$ cat src/rtl/pe_omap_drain.sv
// Sequences a PE-row accumulation pass (clear, feed, flush), snapshots all omaps and drains them as a stream.
// Optional DRAIN_OVERLAP_EN: the next pass's clear/feed/flush may run while the previous snapshot drains.
module pe_omap_drain #(
  parameter int NUM_PE    = 8,
  parameter int WORD_SIZE = 32,
  parameter int ACC_LEN_W = 16,
  parameter int FLUSH_CYC = 9
) (
  input  logic                        clk,
  input  logic                        rst,
  input  logic                        start,
  input  logic [ACC_LEN_W-1:0]        acc_len,
  input  logic [NUM_PE*WORD_SIZE-1:0] pe_omap_bus,
  output logic                        pe_clr,
  output logic                        feed_en,
  output logic [WORD_SIZE-1:0]        out_data,
  output logic                        out_valid,
  input  logic                        out_ready,
  output logic                        out_last,
  output logic                        busy,
  output logic                        done
);

  localparam int IDX_W = (NUM_PE > 1) ? $clog2(NUM_PE) : 1;
  localparam int FL_W  = $clog2(FLUSH_CYC + 1);
  localparam logic [IDX_W-1:0]     LAST_IDX   = IDX_W'(NUM_PE - 1);
  localparam logic [FL_W-1:0]      FLUSH_LOAD = FL_W'(FLUSH_CYC);
  localparam logic [FL_W-1:0]      FL_ONE     = FL_W'(1);
  localparam logic [ACC_LEN_W-1:0] ACC_ONE    = ACC_LEN_W'(1);

  typedef enum logic [2:0] {S_IDLE, S_CLEAR, S_ACCUM, S_FLUSH, S_CAPTURE} state_t;
  typedef enum logic {D_IDLE, D_DRAIN} dstate_t;

  state_t                r_state, w_state_next;
  dstate_t               r_dstate, w_dstate_next;
  logic [ACC_LEN_W-1:0]  r_acc_len;
  logic [ACC_LEN_W-1:0]  r_acc_cnt, w_acc_cnt_next;
  logic [FL_W-1:0]       r_flush_cnt, w_flush_cnt_next;
  logic [WORD_SIZE-1:0]  r_shadow [NUM_PE];
  logic [WORD_SIZE-1:0]  w_bus_word [NUM_PE];
  logic [IDX_W-1:0]      r_idx;
  logic [IDX_W-1:0]      w_idx_inc;
  logic                  r_pe_clr;
  logic                  r_feed_en;
  logic [WORD_SIZE-1:0]  r_out_data;
  logic                  r_out_valid;
  logic                  r_out_last;
  logic                  r_busy;
  logic                  r_done;
  logic                  w_start_ok;
  logic                  w_start_acc;
  logic                  w_cap_fire;
  logic                  w_hs;
  logic                  w_hs_last;

  for (genvar gi = 0; gi < NUM_PE; gi++) begin : g_bus_split
    assign w_bus_word[gi] = pe_omap_bus[gi*WORD_SIZE +: WORD_SIZE];
  end

`ifdef DRAIN_OVERLAP_EN
  assign w_start_ok = (r_state == S_IDLE);
`else
  assign w_start_ok = (r_state == S_IDLE) && (r_dstate == D_IDLE);
`endif
  assign w_start_acc = start && w_start_ok;
  // A finished flush only snapshots once the previous drain and its done pulse are over.
  assign w_cap_fire  = (r_state == S_CAPTURE) && (r_dstate == D_IDLE) && !r_done;
  assign w_hs        = r_out_valid && out_ready;
  assign w_hs_last   = w_hs && (r_idx == LAST_IDX);
  assign w_idx_inc   = r_idx + IDX_W'(1);

  always_comb begin
    w_state_next     = r_state;
    w_acc_cnt_next   = r_acc_cnt;
    w_flush_cnt_next = r_flush_cnt;
    unique case (r_state)
      S_IDLE: begin
        if (w_start_acc) w_state_next = S_CLEAR;
      end
      S_CLEAR: begin
        if (r_acc_len != '0) begin
          w_state_next   = S_ACCUM;
          w_acc_cnt_next = r_acc_len;
        end else begin
          w_state_next     = S_FLUSH;
          w_flush_cnt_next = FLUSH_LOAD;
        end
      end
      S_ACCUM: begin
        if (r_acc_cnt == ACC_ONE) begin
          w_state_next     = S_FLUSH;
          w_flush_cnt_next = FLUSH_LOAD;
        end else begin
          w_acc_cnt_next = r_acc_cnt - ACC_ONE;
        end
      end
      S_FLUSH: begin
        if (r_flush_cnt == FL_ONE) w_state_next = S_CAPTURE;
        else                       w_flush_cnt_next = r_flush_cnt - FL_ONE;
      end
      S_CAPTURE: begin
        if (w_cap_fire) w_state_next = S_IDLE;
      end
      default: w_state_next = S_IDLE;
    endcase
  end

  always_comb begin
    w_dstate_next = r_dstate;
    unique case (r_dstate)
      D_IDLE:  if (w_cap_fire) w_dstate_next = D_DRAIN;
      D_DRAIN: if (w_hs_last)  w_dstate_next = D_IDLE;
      default: w_dstate_next = D_IDLE;
    endcase
  end

  always_ff @(posedge clk or negedge rst) begin
    if (!rst) begin
      r_state     <= S_IDLE;
      r_dstate    <= D_IDLE;
      r_acc_len   <= '0;
      r_acc_cnt   <= '0;
      r_flush_cnt <= '0;
      r_idx       <= '0;
      r_pe_clr    <= 1'b1;
      r_feed_en   <= 1'b0;
      r_out_data  <= '0;
      r_out_valid <= 1'b0;
      r_out_last  <= 1'b0;
      r_busy      <= 1'b0;
      r_done      <= 1'b0;
    end else begin
      r_state     <= w_state_next;
      r_dstate    <= w_dstate_next;
      r_acc_cnt   <= w_acc_cnt_next;
      r_flush_cnt <= w_flush_cnt_next;
      if (w_start_acc) r_acc_len <= acc_len;
      // Outputs are decoded from next state so they line up with the state they describe.
      r_pe_clr    <= (w_state_next == S_CLEAR);
      r_feed_en   <= (w_state_next == S_ACCUM);
      r_busy      <= (w_state_next != S_IDLE) || (w_dstate_next == D_DRAIN);
      r_out_valid <= (w_dstate_next == D_DRAIN);
      r_done      <= w_hs_last;
      if (w_cap_fire) begin
        r_idx      <= '0;
        r_out_data <= w_bus_word[0];
        r_out_last <= (LAST_IDX == '0);
      end else if (w_hs) begin
        if (r_idx == LAST_IDX) begin
          r_idx      <= '0;
          r_out_last <= 1'b0;
        end else begin
          r_idx      <= w_idx_inc;
          r_out_data <= r_shadow[w_idx_inc];
          r_out_last <= (w_idx_inc == LAST_IDX);
        end
      end
    end
  end

  always_ff @(posedge clk or negedge rst) begin
    if (!rst) begin
      for (int k = 0; k < NUM_PE; k++) r_shadow[k] <= '0;
    end else if (w_cap_fire) begin
      for (int k = 0; k < NUM_PE; k++) r_shadow[k] <= w_bus_word[k];
    end
  end

  assign pe_clr    = r_pe_clr;
  assign feed_en   = r_feed_en;
  assign out_data  = r_out_data;
  assign out_valid = r_out_valid;
  assign out_last  = r_out_last;
  assign busy      = r_busy;
  assign done      = r_done;

endmodule

$ cat config.mk
export PLATFORM = sky130hd
export DESIGN_NAME = pe_omap_drain
export DESIGN_NICKNAME = d
export VERILOG_FILES = /design/src/rtl/pe_omap_drain.sv
export SDC_FILE = /design/constraint.sdc
export NUM_CORES = 1
export LEC_CHECK = 0
export CAP_MARGIN = 25
export CORE_UTILIZATION = 29
export DETAILED_ROUTE_END_ITERATION = 10
export SETUP_SLACK_MARGIN = 0.1
export SKIP_LAST_GASP = 1
export SLEW_MARGIN = 40
export SYNTH_ARGS = -nofsm -noshare
export SYNTH_HDL_FRONTEND = slang
export SYNTH_SLANG_ARGS = --single-unit
export TNS_END_PERCENT = 30
$ cat constraint.sdc
create_clock -name clk -period 3.5 [get_ports clk]
set_input_delay 0.35 -clock clk [delete_from_list [all_inputs] [get_ports clk]]
set_output_delay 0.35 -clock clk [all_outputs]
set_load 0.02 [all_outputs]
# [Word-level counts from Yosys, hierarchy flattened]
# Index checks and enable logic that the tools add are counted.
[totals] regBits=336 latchBits=0 mem_bits_rw=0 romBits=0 in_bits=276 out_inout_bits=38 elab_cells=87 memories=0
[op_classes] n_addsub=3 mul=0 div=0 n_lt_le_gt_ge=1 eq_ne=16 n_shift=0 n_mux=28 bitwise_logic=2 n_reduce_logical=17
[op_table] operator="$mux 32" count=5
[op_table] operator="$bmux 32 s3" count=1
[op_table] operator="$mux 16" count=2
[op_table] operator="$pmux 16 s2" count=1
[op_table] operator="$mux 3" count=7
[op_table] operator="$eq 16x1->1 const B" count=1
[op_table] operator="$reduce_bool 16->1" count=1
[op_table] operator="$sub 16x1->16 const B" count=1
[op_table] operator="$pmux 3 s5" count=1
[op_table] operator="$mux 4" count=3
[op_table] operator="$ne 2x2->1 const B" count=6
[op_table] operator="$pmux 4 s3" count=1
[op_table] operator="$eq 3x2->1 const B" count=3
[op_table] operator="$eq 3x3->1 const B" count=3
[op_table] operator="$eq 3x1->1 const B" count=2
[op_table] operator="$logic_and 1x1->1" count=6
[op_table] operator="$mux 1" count=6
[op_table] operator="$reduce_bool 3->1" count=2
[op_table] operator="$eq 4x1->1 const B" count=1
[op_table] operator="$ge 4x4->1 const B" count=1
[op_table] operator="$not 3->4" count=1
[op_table] operator="$reduce_and 4->1" count=1
[op_table] operator="$reduce_bool 2->1" count=2
[op_table] operator="$sub 4x1->4 const B" count=1
[op_table] operator="other kinds (8)" count=8

# [Longest topological paths before layout]
# Gate-level depths: netlist of run 1.
[depth] ltp_word=8 mapped_depth=12 mapped_depth_nobuf=7

# [Worst setup path before layout of run 1]
# No wires, ideal clock.
[synth_path] path_type="register to register" startpoint="reg r_idx[0]" endpoint="reg r_out_data[16], in the netlist out_data[16]" setup_time_ns=0.134 t_arrival_ns=2.550 setup_slack_ns=0.816 stages_incl_launch_ff=13 n_path_buf=5 synth_period_minus_slack_ns=2.684 cell_sequence="dfrtp_1 > clkbuf_1 > buf_2 > buf_2 > inv_1 > ha_1 > buf_2 > buf_1 > mux4_2 > mux2i_1 > nand2_1 > o21ai_0 > o21ai_0"
[synth_between] elab_chain_len=8 word_cells_on_any_way=11 cone_classes="add/sub (1); eq/ne (2); mux (6); bitwise (1); reduce/logical (1)"
[synth_lines] item="from (decl)" line_no="41" text="logic [IDX_W-1:0] r_idx;"
[synth_lines] item="from (signal assigned)" line_no="153" text="r_idx <= w_idx_inc;"
[synth_lines] item="$add 3x1->3" line_no="70" text="assign w_idx_inc = r_idx + IDX_W'(1);"
[synth_lines] item="$not 3->4 (not written as such)" line_no="154" text="r_out_data <= r_shadow[w_idx_inc];"
[synth_lines] item="$bmux 32 s3" line_no="154"
[synth_lines] item="$mux 32 (not written as such) (2 in series)" line_no="154"
[synth_lines] item="$mux 32" line_no="149" text="if (r_idx == LAST_IDX) begin"
[synth_lines] item="$mux 32" line_no="148" text="end else if (w_hs) begin"
[synth_lines] item="$mux 32" line_no="144" text="if (w_cap_fire) begin"
[synth_lines] item="to (signal assigned)" line_no="146" text="r_out_data <= w_bus_word[0];"
[synth_lines] item="to (signal assigned)" line_no="154"
[synth_lines] item="to (decl)" line_no="45" text="logic [WORD_SIZE-1:0] r_out_data;"
# Several ways; a longest one is shown, not always the timed one. The select of a mux whose other input is x is not followed.
# A chain may end at the register's enable or synchronous reset.

# [Worst setup path after layout of run 1]
[layout_path] startpoint="reg r_idx[0]" endpoint="reg r_out_data[17], in the netlist out_data[17]"
# Same word-level chain as after synthesis.

==> results.cfg, run 1 <==
[outcome]
run_status = complete, no violations

[synthesis]
yosysUniqueCellTypes = 59
synthMuxAreaShare = 0.128
synth_simple_gate_area_frac = 0.232
ys_seq_area_frac = 0.553
synthFlopType = dfrtp_1
synth_compound_area_frac = 0.0507
synth_top_family_by_area = simple AND/OR/NAND/NOR gates
ys_warn_count = 0
synth_area_sq_mm = 0.0152
netlist_instances = 1569
synth_edf_count = 0
syn_nets = 1852
async_reset_ff_frac = 1.00
ys_seq_elements = 336
synth_fa_ha_area_frac = 0.00576
avgSynthCellArea_sq_um = 9.69
synth-xor-area-share = 0

[pwr]
p_leak_uw = 0.00857
p_comb_frac = 0.345
peakVddDrop_mv = 0.376
swShare = 0.340
power_frac_seq = 0.363
switchingPower_uw = 5250
p_int_uw = 10200
finalPower_uw = 15400
powerDensity_mw_per_mm2 = 752
p_clk_frac = 0.291

[sta]
finClkSkew_ps = 24.9
period_share = 0.758
rsz0062_at_grt = no
worstMarginPinSlew_ps = 759
fmax_ghz = 0.377
hold_violations = 0
maxSlewViolCount = 0
setup_slack_ps = 848
slew_headroom = 0.494
tns_ps = 0
finalSetupViolCount = 0
min_period_ps = 2650

[finish]
fin_area_sq_mm = 0.0205
final_cell_mix = nand2_1 (798), dfrtp_1 (334), clkdlybuf4s50_1 (312)
drive_gt1_frac = 0.107
fillers = 5057
final_nets = 2129
syn_to_final_growth_pct = 35.0
final_common_cell = nand2_1

[job]
maxCapViolCount = 0

[critical_path]
worstSetupStartpointType = flop
worstReg2RegEnd = out_data[17]
critPathKind = reg -> reg
rr_worst_depth = 8
cp-endpoint = out_data[17]
worst-path-max-fanout = 40
cp_data_required_time_ps = 3910
worstSetupStartpoint = r_idx[0]
cp.arrival_ps = 3060
crit_path_end_kind = flop
rrSetupSlack_ps = 850
r2r_start = r_idx[0]

[placement]
place_ws_ps = 684
dp_hpwl_microns = 33600
postPlaceCellArea_sq_mm = 0.0191
gp_congestion = 0.887
port_buffers = 313

[floorplanning]
die_x_microns = 231
num_io_pins = 314
die_y_microns = 231
start_util = 0.295
row_count = 83
core-area_sq_mm = 0.0516
die_area_sq_mm = 0.0534

[global_routing]
grt_overflow = 0
grt_pass1_wl_microns = 72600
grt_max_degree = 140
antenna_found_initial = 11
grt_use_total = 0.177
first_global_vias = 12461

[clock_network]
cts_tree = done
cts_buffers = 39
insertion_delay_ps = 560
ctsLongestPathBuffers = 3
cts-root-buf = clkbuf_16
postCtsHoldBufs = 1
ctsResizeCount = 0
cts.clk_slew.worst_paths_ps = 60
htree_levels = 2
post-cts-setup-buffers = 0
cts_sinks = 336

[routing]
avgViaCountPerCell = 4.76
wirelength_microns = 47000
dr.pass1.iters = 5
ant_nets = 0
via_count = 12179
drc_errors = 0
wl_per_cell_microns = 18.3
drt_iter0_markers = 881

[min_path]
hp-class = in -> reg
-- cells by family (layout without fill, tap and decap cells) --
family                     count (synthesis)  in the layout
and+or+nand+nor                          894            894
DFF                                      336            336
AOI/OAI and AO/OA                        113            113
muxes                                    112            112
buffers and inverters                    107            413
adders and majority gates                  7              7
other                                      0              4
-- layer usage --
layer	GRT usage	part of all wire
met1	0.243	0.45
met2	0.277	0.46
met3	0.0422	0.064
met4	0.0486	0.019
met5	0	0.0023
-- stage by stage --
stage	util	hold slack, ps	cells
3_5_place_dp	0.369	443	2484
6_report	0.398	310	2559
3_3_place_gp	0.369	437	2484
4_1_cts	0.397	278	2555
5_1_grt	0.398	316	2558
2_1_floorplan	-	54.4	1569
-- power by group through the flow --
| stage | clock, uW | sequential [uW] | combinational, uW |
|---|---|---|---|
| floorplan | 0 | 5570 | 3450 |
| global placement | 0 | 5640 | 5270 |
| detailed placement | 0 | 5650 | 5400 |
| CTS | 4610 | 5600 | 5410 |
| global route | 4750 | 5720 | 5840 |
| finish | 4500 | 5610 | 5330 |
-- cells in the mapped netlist (4+ instances only) --
cell      count  area share
mux4_2       64       0.095
o21ai_0      37       0.012
and3_1        4      0.0016
mux2i_1      32       0.021
nand2_1     798        0.20
a221o_1       6      0.0039
buf_2        33       0.011
mux2_2       16       0.012
nor2_1       30      0.0074
nor3_1       10      0.0033
buf_1         5      0.0012
o31ai_1       8      0.0039
clkbuf_1     57       0.014
inv_1         7      0.0017
dfrtp_1     335        0.55
a21oi_1      19      0.0063
o21ai_2       7      0.0040
ha_1          7      0.0058
o22ai_1       4      0.0016
nand3_1      19      0.0063
o211ai_1     14      0.0069
nor4_1        9      0.0037
-- state kept, by name (all words and copies together), names as in the netlist, 3 cells and up --
register / cells
r_state: 3
out_data: 32
r_acc_len: 16
r_flush_cnt: 4
r_idx: 3
r_acc_cnt: 16
r_shadow: 256
-- cell type report --
class / instances / area [sq um] / share of cell area
tap: 680 / 851 / 0.0414
inverter: 8 / 30.0 / 0.00146
timing repair buffer: 335 / 3400 / 0.165
antenna: 4 / 10.0 / 0.000488
clock inverter: 16 / 298 / 0.0145
clock buffer: 54 / 1150 / 0.0561
multi-input combinational: 1126 / 6380 / 0.311
sequential: 336 / 8410 / 0.410
-- worst max-delay path: stages, from the launching register on --
cell and delay, ps:
dfrtp_4 570, inv_1 120, ha_4 670, buf_4 340
mux4_2 380, mux2i_1 150, nand2_1 60, o21ai_0 70
o21ai_0 100
-- worst min-delay path by stage --
stage          slack (ps)             start  cells after the start            end
2_1_floorplan          50               rst                      0           busy
3_3_place_gp          440               rst                      1   r_acc_cnt[7]
3_5_place_dp          440               rst                      1   r_acc_len[0]
4_1_cts               280  pe_omap_bus[144]                      3  r_shadow[112]
5_1_grt               320   pe_omap_bus[42]                      3  r_shadow[202]
6_report              310  pe_omap_bus[154]                      3  r_shadow[122]
Note: power is estimated with default switching activity, not from simulation.
==> inputs of run 2 (changes only) <==
- clock period: 3.5 -> 2.3 ns (I/O delays scaled with it)
==> run 2 against run 1 <==
Worst hold slack worse by 140 ps. Combinational power rose by 68%. Via count grew 1.7%. Critical path type unchanged. Utilization up 0.85 points. Maximum frequency increased by 23%. Sequential cell count is the same. Die area stayed put. Highest routed layer unchanged. Largest cell class unchanged. Cell count up 1.8%. Power rose by 55%. Critical path depth decreased by 1. Non-clock buffer count up 39. Design area is 2.1% higher.
==> results.cfg, run 2 (same netlist as run 1, synthesis figures left out) <==
[sta]
finalSetupViolCount = 0
finClkSkew_ps = 45.3
maxSlewViolCount = 0
fmax_ghz = 0.465
min_period_ps = 2150
worstMarginPinSlew_ps = 750
rsz0062_at_grt = yes
tns_ps = 0
slew_headroom = 0.500
hold_violations = 0
period_share = 0.934

[critical_path]
crit_chain = inv_2 -> ha_4 -> or3b_4 -> nand2_4 -> o21ai_4 -> or3_4 -> or4_4
cp_data_required_time_ps = 2710
slowest_stage = or4_4
rrSetupSlack_ps = 150
crit_path_end_kind = flop
critPathMaxStageDelay_ps = 410
worst-path-max-fanout = 3
worstSetupStartpointType = flop
critPathKind = reg -> reg
cp.arrival_ps = 2560

[finish]
register_area_sq_mm = 0.00841
final_cell_mix = nand2_1 (798), dfrtp_1 (334), clkdlybuf4s50_1 (312)
multi_input_area_sq_mm = 0.00638
final_cell_count_no_fill = 2604
largest_reg_flops = 256
syn_to_final_growth_pct = 37.9
drive_gt1_frac = 0.122
top_register = r_shadow
final_nets = 2169
final_common_cell = nand2_1
fillers = 4989

[routing]
dr.pass1.iters = 5
drc_errors = 0
drt_iter0_markers = 942
wl_per_cell_microns = 18.7
wirelength_microns = 48700
avgViaCountPerCell = 4.76
via_count = 12388
ant_nets = 0

[global_routing]
grt_pass1_wl_microns = 74800
grt_overflow = 0
grt_max_degree = 107
first_global_vias = 12785
grt_use_total = 0.183
antenna_found_initial = 10

[clock_network]
htree_levels = 2
ctsLongestPathBuffers = 3
cts_tree = done
insertion_delay_ps = 580
cts_sinks = 336
cts-root-buf = clkbuf_16
cts.clk_slew.worst_paths_ps = 60
cts_buffers = 40

[floorplanning]
die_x_microns = 231
die_y_microns = 231
die_area_sq_mm = 0.0534
row_count = 83
core-area_sq_mm = 0.0516
start_util = 0.295
num_io_pins = 314

[outcome]
run_status = complete, no violations

[job]
maxCapViolCount = 0

[pwr]
p_leak_uw = 0.00880
peakVddDrop_mv = 0.753
powerDensity_mw_per_mm2 = 1140

[min_path]
hp-class = in -> reg

[placement]
port_buffers = 313
dp_hpwl_microns = 35300
dpl.cell_count = 2515
gp_congestion = 0.901
## run 2: report_power, final
group | internal, uW | switching (uW)
Combinational | 4330 | 4650
Sequential | 7390 | 1070
Clock | 3870 | 2590
## run 2: layout make-up
type | instances | area share
antenna | 9 | 0.00107
timing repair buffer | 374 | 0.187
inverter | 8 | 0.00143
tap | 680 | 0.0406
clock inverter | 12 | 0.00931
clock buffer | 59 | 0.0554
multi-input combinational | 1126 | 0.304
sequential | 336 | 0.401
## run 2: repair_timing
item                       in CTS  in global routing
setup endpoints to repair       2                 16
hold endpoints to repair       46                  0
setup buffers                   4                  3
hold buffers                    1                  0
gates resized for setup         3                  3
gates cloned                    0                  1
pin swaps                       3                  0
## run 2: worst paths after layout
path	start	endpoint	depth (start not counted)
max in group asynchronous	rst	r_shadow[73]	3
worst max-delay path	r_flush_cnt[1]	busy	7
worst min-delay path	pe_omap_bus[60]	r_shadow[220]	3
min in group asynchronous	rst	r_shadow[202]	2
worst min register to register	r_shadow[211]	r_shadow[211]	2
worst max register to register	r_flush_cnt[1]	busy	7
## run 2: metrics by stage
| stage | hold WS (ps) | area (sq um) | total power, uW | util | worst slack (ps) |
|---|---|---|---|---|---|
| floorplan | -65.6 | 15200 | 13800 | - | 101 |
| global placement | 216 | 19500 | 17000 | 0.377 | 67.7 |
| detailed placement | 216 | 19500 | 17300 | 0.377 | -19.8 |
| CTS | 140 | 20900 | 23900 | 0.405 | 107 |
| global route | 171 | 21000 | 25200 | 0.406 | 85.2 |
| finish | 171 | 21000 | 23900 | 0.406 | 151 |
## run 2: metal layers
layer,GRT usage,vias to the layer above,wire length (microns)
met1,0.268,6102,23200
met4,0.0631,4,1190
met5,0,-,22
met2,0.274,395,21600
met3,0.0280,67,2720
li1,-,5820,-
## run 2: worst max-delay path, delay by kind of cell, from the launching register on
family / cells / cell delay (ps)
buffers and inverters: 1 / 80
and+or+nand+nor: 4 / 1320
adders and majority gates: 1 / 140
AOI/OAI and AO/OA: 1 / 70
DFF: 1 / 390
==> inputs of run 3 (changes only) <==
- CORE_UTILIZATION: 29 -> 45
- PLACE_DENSITY: not set -> 0.72
- clock period: 2.3 -> 2.6 ns (I/O delays scaled with it)
==> run 3 against run 2 <==
Worst hold slack better by 55 ps. Die area down 35%. Sequential power down 12%. First-iteration DRC count up 11%. Clock-buffer cell count down 4. Utilization up 20 points. Cell count down 11%. Sequential share of layout area up 1.8 points. Clock skew down 25 ps.
==> results.cfg, run 3 (same netlist as run 1, synthesis figures left out) <==
[outcome]
run_status = complete, no violations

[finish]
drive_gt1_frac = 0.103
fillers = 2800
fin_area_sq_mm = 0.0201
final_cell_count_no_fill = 2320
syn_to_final_growth_pct = 31.9
final_nets = 2135
top_register = r_shadow
final_common_cell = nand2_1
final_cell_mix = nand2_1 (798), dfrtp_1 (334), clkdlybuf4s50_1 (312)
utilization = 0.610
largest_reg_flops = 256

[critical_path]
worstSetupStartpointType = flop
worst-path-max-fanout = 5
worstReg2RegEnd = busy
rrSetupSlack_ps = 310
critPathKind = reg -> reg
crit_path_end_kind = flop
cp_data_required_time_ps = 2990
cp.arrival_ps = 2680
rr_worst_depth = 7
r2r_start = r_flush_cnt[1]

[clock_network]
cts.clk_slew.worst_paths_ps = 60
ctsLongestPathBuffers = 3
htree_levels = 2
cts_sinks = 336
cts_tree = done
cts-root-buf = clkbuf_16
cts_buffers = 37
ctsResizeCount = 0
insertion_delay_ps = 530

[routing]
drc_errors = 0
dr.pass1.iters = 5
via_count = 12246
wirelength_microns = 42300
drt_iter0_markers = 1047
ant_nets = 0
wl_per_cell_microns = 18.2
avgViaCountPerCell = 5.28

[placement]
gp_congestion = 0.867
dpl.cell_count = 2254
dp_hpwl_microns = 29900
port_buffers = 313
postPlaceCellArea_sq_mm = 0.0189

[pwr]
peakVddDrop_mv = 0.797
p_leak_uw = 0.00850
p_int_uw = 13000
powerDensity_mw_per_mm2 = 994
power_frac_seq = 0.374
swShare = 0.346
p_clk_frac = 0.255
switchingPower_uw = 6900
p_comb_frac = 0.372

[global_routing]
grt_max_degree = 102
grt_use_total = 0.249
first_global_vias = 12085
antenna_found_initial = 2
grt_pass1_wl_microns = 65500
grt_overflow = 0

[sta]
hold_violations = 0
maxSlewViolCount = 0
slew_headroom = 0.578
finClkSkew_ps = 20.0
period_share = 0.880
worstMarginPinSlew_ps = 630
tns_ps = 0
finalSetupViolCount = 0
rsz0062_at_grt = no
min_period_ps = 2290
fmax_ghz = 0.437

[job]
maxCapViolCount = 0

[floorplanning]
row_count = 66
die_y_microns = 186
die_x_microns = 186
core-area_sq_mm = 0.0329
die_area_sq_mm = 0.0345
num_io_pins = 314
start_util = 0.463

[min_path]
hp-class = in -> async
==> run 3: cell types whose count changed in the layout (fill, tap and decap cells not counted), moves of 2 or more <==
| cell | previous run | this run |
|---|---|---|
| buf_12 | 22 | 13 |
| buf_4 | 35 | 16 |
| bufinv_16 | 3 | 1 |
| clkbuf_16 | 41 | 37 |
| clkinv_16 | 2 | 0 |
| clkinv_2 | 5 | 3 |
| diode_2 | 9 | 1 |
==> run 3: timing repair <==
action / in CTS / in global routing
setup buffers: 0 / 0
hold endpoints to repair: 36 / 0
hold buffers: 1 / 0
==> run 3: worst max-delay path by stage <==
stage                    from            to  slack, ps  cells past startpoint
2_1_floorplan        r_idx[0]  out_data[19]        100                     10
3_3_place_gp   r_flush_cnt[1]          busy        370                      7
3_5_place_dp   r_flush_cnt[1]          busy        340                      7
4_1_cts        r_flush_cnt[1]          busy        320                      7
5_1_grt        r_flush_cnt[1]          busy        230                      7
6_report       r_flush_cnt[1]          busy        310                      7
==> run 3: power by group through the flow <==
stage | Clock [uW] | Sequential (uW) | Combinational [uW]
2_1_floorplan | 0 | 7500 | 4660
3_3_place_gp | 0 | 7470 | 7310
4_1_cts | 5170 | 7440 | 7480
3_5_place_dp | 0 | 7510 | 7450
5_1_grt | 5360 | 7600 | 8070
6_report | 5080 | 7450 | 7410
==> run 3: final cells by class <==
class / count / area (sq um) / area share
Timing Repair Buffer: 343 / 3530 / 0.176
Sequential cell: 336 / 8410 / 0.419
Clock inverter: 9 / 98.8 / 0.00493
Antenna cell: 1 / 2.50 / 0.000125
Inverter: 8 / 30.0 / 0.00150
Clock buffer: 55 / 1070 / 0.0535
Tap cell: 442 / 553 / 0.0276
Multi-Input combinational cell: 1126 / 6360 / 0.317
==> run 3: critical path, stage by stage, from the launching register on <==
cell and delay, ps:
dfrtp_1 380, inv_1 100, ha_1 190, or3b_4 410, nand2_4 110, o21ai_4 80, or3_4 370, or4_4 510
==> run 3: metrics by stage <==
stage	setup slack (ps)	hold WS [ps]	total power [uW]
after floorplan	101	-35.6	12200
after global placement	369	176	14800
after detailed placement	341	181	15000
after CTS	323	224	20100
after global routing	231	254	21000
final	313	226	19900
==> run 3: routing by layer <==
| layer | GRT usage | wire [microns] |
|---|---|---|
| met1 | 0.354 | 18600 |
| met2 | 0.383 | 19300 |
| met3 | 0.0442 | 2910 |
| met4 | 0.0895 | 1400 |
| met5 | 0 | 18 |
